[src/rtl/io_pad_bank_ccff.sv]
// I/O pad bank on one ccff chain segment: per-channel dir/inv_out/inv_in config with staggered isolation release.
// Optional parallel readback of the active image into the chain when IO_BANK_READBACK_EN is defined.
module io_pad_bank_ccff #(
  parameter int NUM_IO      = 8,
  parameter int RELEASE_GAP = 4
) (
  input  logic              prog_clk,
  input  logic              pReset_n,
  input  logic              IO_ISOL_N,
  input  logic              config_enable,
  input  logic              config_readback,
  input  logic              cfg_commit,
  input  logic              ccff_head,
  output logic              ccff_tail,
  input  logic [NUM_IO-1:0] iopad_outpad,
  output logic [NUM_IO-1:0] iopad_inpad,
  input  logic [NUM_IO-1:0] gfpga_pad_SOC_IN,
  output logic [NUM_IO-1:0] gfpga_pad_SOC_OUT,
  output logic [NUM_IO-1:0] gfpga_pad_SOC_DIR,
  output logic              release_done
);
  localparam int L = 3 * NUM_IO;
  localparam logic [7:0] GAP_LAST = 8'(RELEASE_GAP - 1);

  typedef enum logic [1:0] {ST_ISOLATED, ST_RELEASING, ST_ACTIVE} state_e;

  logic [L-1:0]      chain_q, chain_d;
  logic [L-1:0]      active_q;
  logic              cfg_valid_q;
  logic              sync1_q, isol_s_q;
  state_e            state_q, state_d;
  logic [NUM_IO-1:0] released_q, released_d;
  logic [7:0]        gap_q, gap_d;
  logic              capture;

`ifdef IO_BANK_READBACK_EN
  logic rb_q;
  always_ff @(posedge prog_clk or negedge pReset_n) begin
    if (!pReset_n) rb_q <= 1'b0;
    else           rb_q <= config_readback;
  end
  assign capture = config_readback & ~rb_q;
`else
  logic unused_readback;
  assign unused_readback = config_readback;
  assign capture = 1'b0;
`endif

  // Parallel capture takes priority over a shift in the same cycle.
  always_comb begin
    chain_d = chain_q;
    if (capture)            chain_d = active_q;
    else if (config_enable) chain_d = {chain_q[L-2:0], ccff_head};
  end

  always_ff @(posedge prog_clk or negedge pReset_n) begin
    if (!pReset_n) begin
      chain_q     <= '0;
      active_q    <= '0;
      cfg_valid_q <= 1'b0;
      sync1_q     <= 1'b0;
      isol_s_q    <= 1'b0;
      state_q     <= ST_ISOLATED;
      released_q  <= '0;
      gap_q       <= '0;
    end else begin
      chain_q    <= chain_d;
      sync1_q    <= IO_ISOL_N;
      isol_s_q   <= sync1_q;
      state_q    <= state_d;
      released_q <= released_d;
      gap_q      <= gap_d;
      if (cfg_commit) begin
        active_q    <= chain_q;
        cfg_valid_q <= 1'b1;
      end
    end
  end

  // Release sequencer: one more channel every RELEASE_GAP cycles.
  always_comb begin
    state_d    = state_q;
    released_d = released_q;
    gap_d      = gap_q;
    if (!isol_s_q) begin
      state_d    = ST_ISOLATED;
      released_d = '0;
      gap_d      = '0;
    end else begin
      case (state_q)
        ST_ISOLATED: begin
          if (cfg_valid_q) begin
            state_d    = ST_RELEASING;
            released_d = NUM_IO'(1);
            gap_d      = '0;
          end
        end
        ST_RELEASING: begin
          if (released_q[NUM_IO-1]) begin
            state_d = ST_ACTIVE;
          end else if (gap_q == GAP_LAST) begin
            released_d = (released_q << 1) | NUM_IO'(1);
            gap_d      = '0;
          end else begin
            gap_d = gap_q + 8'd1;
          end
        end
        ST_ACTIVE: ;
        default: state_d = ST_ISOLATED;
      endcase
    end
  end

  assign release_done = (state_q == ST_ACTIVE);
  assign ccff_tail    = chain_q[L-1];

  // Raw IO_ISOL_N gates the pads so isolation does not wait on the synchroniser.
  for (genvar i = 0; i < NUM_IO; i++) begin : g_ch
    logic en;
    assign en                   = released_q[i] & IO_ISOL_N;
    assign gfpga_pad_SOC_DIR[i] = en & active_q[3*i];
    assign gfpga_pad_SOC_OUT[i] = en & (iopad_outpad[i] ^ active_q[3*i+1]);
    assign iopad_inpad[i]       = en & (gfpga_pad_SOC_IN[i] ^ active_q[3*i+2]);
  end
endmodule

[config.mk]
export PLATFORM = sky130hd
export DESIGN_NAME = io_pad_bank_ccff
export DESIGN_NICKNAME = d
export VERILOG_FILES = /design/src/rtl/io_pad_bank_ccff.sv
export SDC_FILE = /design/constraint.sdc
export NUM_CORES = 1
export LEC_CHECK = 0
export BUFFER_PORTS_ARGS = -buffer_cell sky130_fd_sc_hd__buf_2
export CAP_MARGIN = 40
export CORE_MARGIN = 4
export CORE_UTILIZATION = 45
export CTS_BUF_LIST = sky130_fd_sc_hd__clkbuf_4
export CTS_CLUSTER_DIAMETER = 200
export CTS_CLUSTER_SIZE = 28
export DETAILED_ROUTE_END_ITERATION = 10
export GPL_ROUTABILITY_DRIVEN = 0
export PLACE_DENSITY = 0.66
export RECOVER_POWER = 25
export SYNTH_ARGS = -nofsm -noshare
export SYNTH_HDL_FRONTEND = slang
export SYNTH_SLANG_ARGS = --single-unit
[constraint.sdc]
create_clock -name prog_clk -period 3 [get_ports prog_clk]
set_input_delay 0.3 -clock prog_clk [delete_from_list [all_inputs] [get_ports prog_clk]]
set_output_delay 0.3 -clock prog_clk [all_outputs]
set_load 0.1 [all_outputs]
==> results.toml <==
[logic_synthesis]
async_flop_share = 1.00
synth.net_count = 273
ys.flop_type = "dfrtp_1"
ys_ff_latch = 69
synth-seq-area-share = 0.559
synthCells = 249
syn_area_per_cell_um2 = 12.4
yosysTopAreaCell = "dfrtp_1"
yosys.area.top_type_share = 0.559
synth-edff-count = 0
synth.distinct_cells = 37
synthTopCellsByCount = "dfrtp_1, mux2_2, nor2_1"
netlist_top_cells_area = "dfrtp_1, mux2_2, xnor2_1"
netlist_area_um2 = 3090
ys_warn_count = 0
yosysMostFrequentCell = "dfrtp_1"

[sta]
finalSetupViolations = 0
hold_viol = 0
tightest_slew_ns = 1.51
setup_tns_ns = 0
fin_crit_ns = 1.89
holdWs_ns = 0.140
finalClockSkew_ns = 0.00957
slew_viol_final = 26
fin_crit_sh = 0.629
fmax_mhz = 530
rsz0062_at_grt = "no"
relSlewSlack = -0.00919

[finish]
multi_input_area_um2 = 1300
area_growth_pct = 15.5
antennaDiodeCount = 0
ff_latch_area_um2 = 1730
drive_above_1_share = 0.385
fin_nets = 323
n_fill_cell = 579

[global_route]
grt_usage = 0.152
grt_antenna_before_repair = 0
grt_start_max_net_pins = 45
grt_first_pass_wirelength_um = 10000
grt_pass1_vias = 2028
grt.overflow.total = 0

[clock_network]
clockBufferDepth = 2
cts_resized = 0
path_clk_slew_ns = 0.11
cts-htree-levels = 3
clock_sinks = 69
clockRootBuffer = "clkbuf_4"
cts_tree = "built"
cts_made_buffers = 9
insertion_delay_ns = 0.40
cts_setup_buffers = 0

[critical_path]
slowest_delay_ns = 0.52
critical_path.endpoint = "gfpga_pad_SOC_OUT[6]"
startpoint_type = "input port"
cp.arrival_ns = 1.59
cp_slowest_cell = "clkbuf_1"
r2r-start = "gap_q[0]"
startpoint = "IO_ISOL_N"
reg2reg_to = "gap_q[6]"
crit_type = "input port to output pin"
path_cells = "clkbuf_1, nand2_1, nor2_1, buf_2"
cp.required_ns = 2.70
reg2regPathDepth = 5
cp-end-kind = "output pin"
cp_max_fo = 17
r2r_slack_ns = 1.22

[floorplan]
coreArea_um2 = 6490
ios = 49
die_height_um = 90.8
rows = 29
start_util = 0.475
dieArea_um2 = 8250
die_x_um = 90.8

[power]
peakVddDrop_mv = 0.454
power_mw = 2.58
p_leak_nw = 1.63
power_density_nw_per_um2 = 724

[routing]
firstDrtPassIters = 4
vias = 2041
ant_nets = 0
drt-total-wl_um = 5650
drc = 0
wire_per_inst_um = 14.8
drt_iter0_markers = 73
vias_per_cell = 5.36

[place]
io_buffers = 47
dp_hpwl_um = 3900

[flow_run]
maxCapViolCount = 1

[outcome]
violations = "capacitance limit, slew limit"
status = "complete, but fails checks"

[worst_hold_path]
hp-class = "input port to flip-flop"
routing by layer:
metal | track usage | wire length (µm) | up-vias
met5 | 0 | 0 | -
met1 | 0.201 | 2660 | 996
met4 | 0.0603 | 46 | 0
met3 | 0.0517 | 344 | 5
li1 | - | - | 988
met2 | 0.231 | 2590 | 52
flip-flops by register name (all words and copies together), names as in the netlist:
register	count
released_q	8
state_q	2
gap_q	8
chain_q	24
active_q	24
sync1_q	1
cfg_valid_q	1
isol_s_q	1
layout by cell type (no fill, tap or decap), drive strengths merged, types with 2 or more instances in the layout:
| master | count |
|---|---|
| a21o | 3 |
| a21oi | 11 |
| a22o | 6 |
| and3 | 9 |
| buf | 46 |
| bufinv | 2 |
| clkbuf | 12 |
| clkinv | 4 |
| dfrtp | 69 |
| inv | 2 |
| mux2 | 48 |
| nand2 | 11 |
| nand3 | 7 |
| nor2 | 20 |
| nor2b | 6 |
| nor3 | 5 |
| nor4 | 3 |
| o2111ai | 2 |
| o21ai | 4 |
| xnor2 | 16 |
cell type report:
class	instances	share of cell area
clock inverters	7	0.0253
inverters	2	0.00211
clock buffers	9	0.0189
multi-input cells	167	0.366
flip-flops and latches	69	0.484
repair buffers	50	0.0768
well taps	77	0.0270
kinds of logic after synthesis:
| kind of cell | count (synthesis) | share of synthesized area |
|---|---|---|
| compound gates | 35 | 0.0794 |
| simple gates | 67 | 0.118 |
| mux | 48 | 0.175 |
| buf+inv | 13 | 0.0186 |
| xor+xnor | 16 | 0.0454 |
| fa+ha+maj | 1 | 0.00405 |
| flops | 69 | 0.559 |
critical path: cells and delay by family:
kind,cells,cell delay (ns)
buf+inv,2,0.95
simple gates,2,0.34
worst min-delay path by stage:
| stage | startpoint | to | slack (ns) | cells past startpoint |
|---|---|---|---|---|
| floorplan | pReset_n | active_q[0] | 0.004 | 0 |
| global placement | sync1_q | isol_s_q | 0.33 | 0 |
| detailed placement | pReset_n | gap_q[3] | 0.33 | 2 |
| CTS | ccff_head | chain_q[0] | 0.11 | 2 |
| finish | ccff_head | chain_q[0] | 0.14 | 2 |
| global route | ccff_head | chain_q[0] | 0.09 | 2 |
stage by stage:
stage          cell area [µm²]  worst slack (ns)  std cells  utilization
2_1_floorplan             3090             0.786        249            -
3_3_place_gp              3380              1.24        363        0.520
3_5_place_dp              3400              1.23        364        0.524
4_1_cts                   3570              1.10        381        0.550
5_1_grt                   3570             0.872        381        0.549
6_report                  3570              1.11        381        0.549
power by group:
| group | internal (mW) | leakage, nW | switching [mW] |
|---|---|---|---|
| clock | 0.334 | 0.0833 | 0.325 |
| sequential | 1.21 | 0.860 | 0.186 |
| combinational | 0.311 | 0.689 | 0.217 |
| total | 1.85 | 1.63 | 0.729 |
timing repair:
action | in CTS | in global routing
endpoints found under the setup margin | 0 | 0
hold buffers | 1 | 0
endpoints found under the hold margin | 25 | 0
No activity file was read; power rests on OpenSTA's default activity.
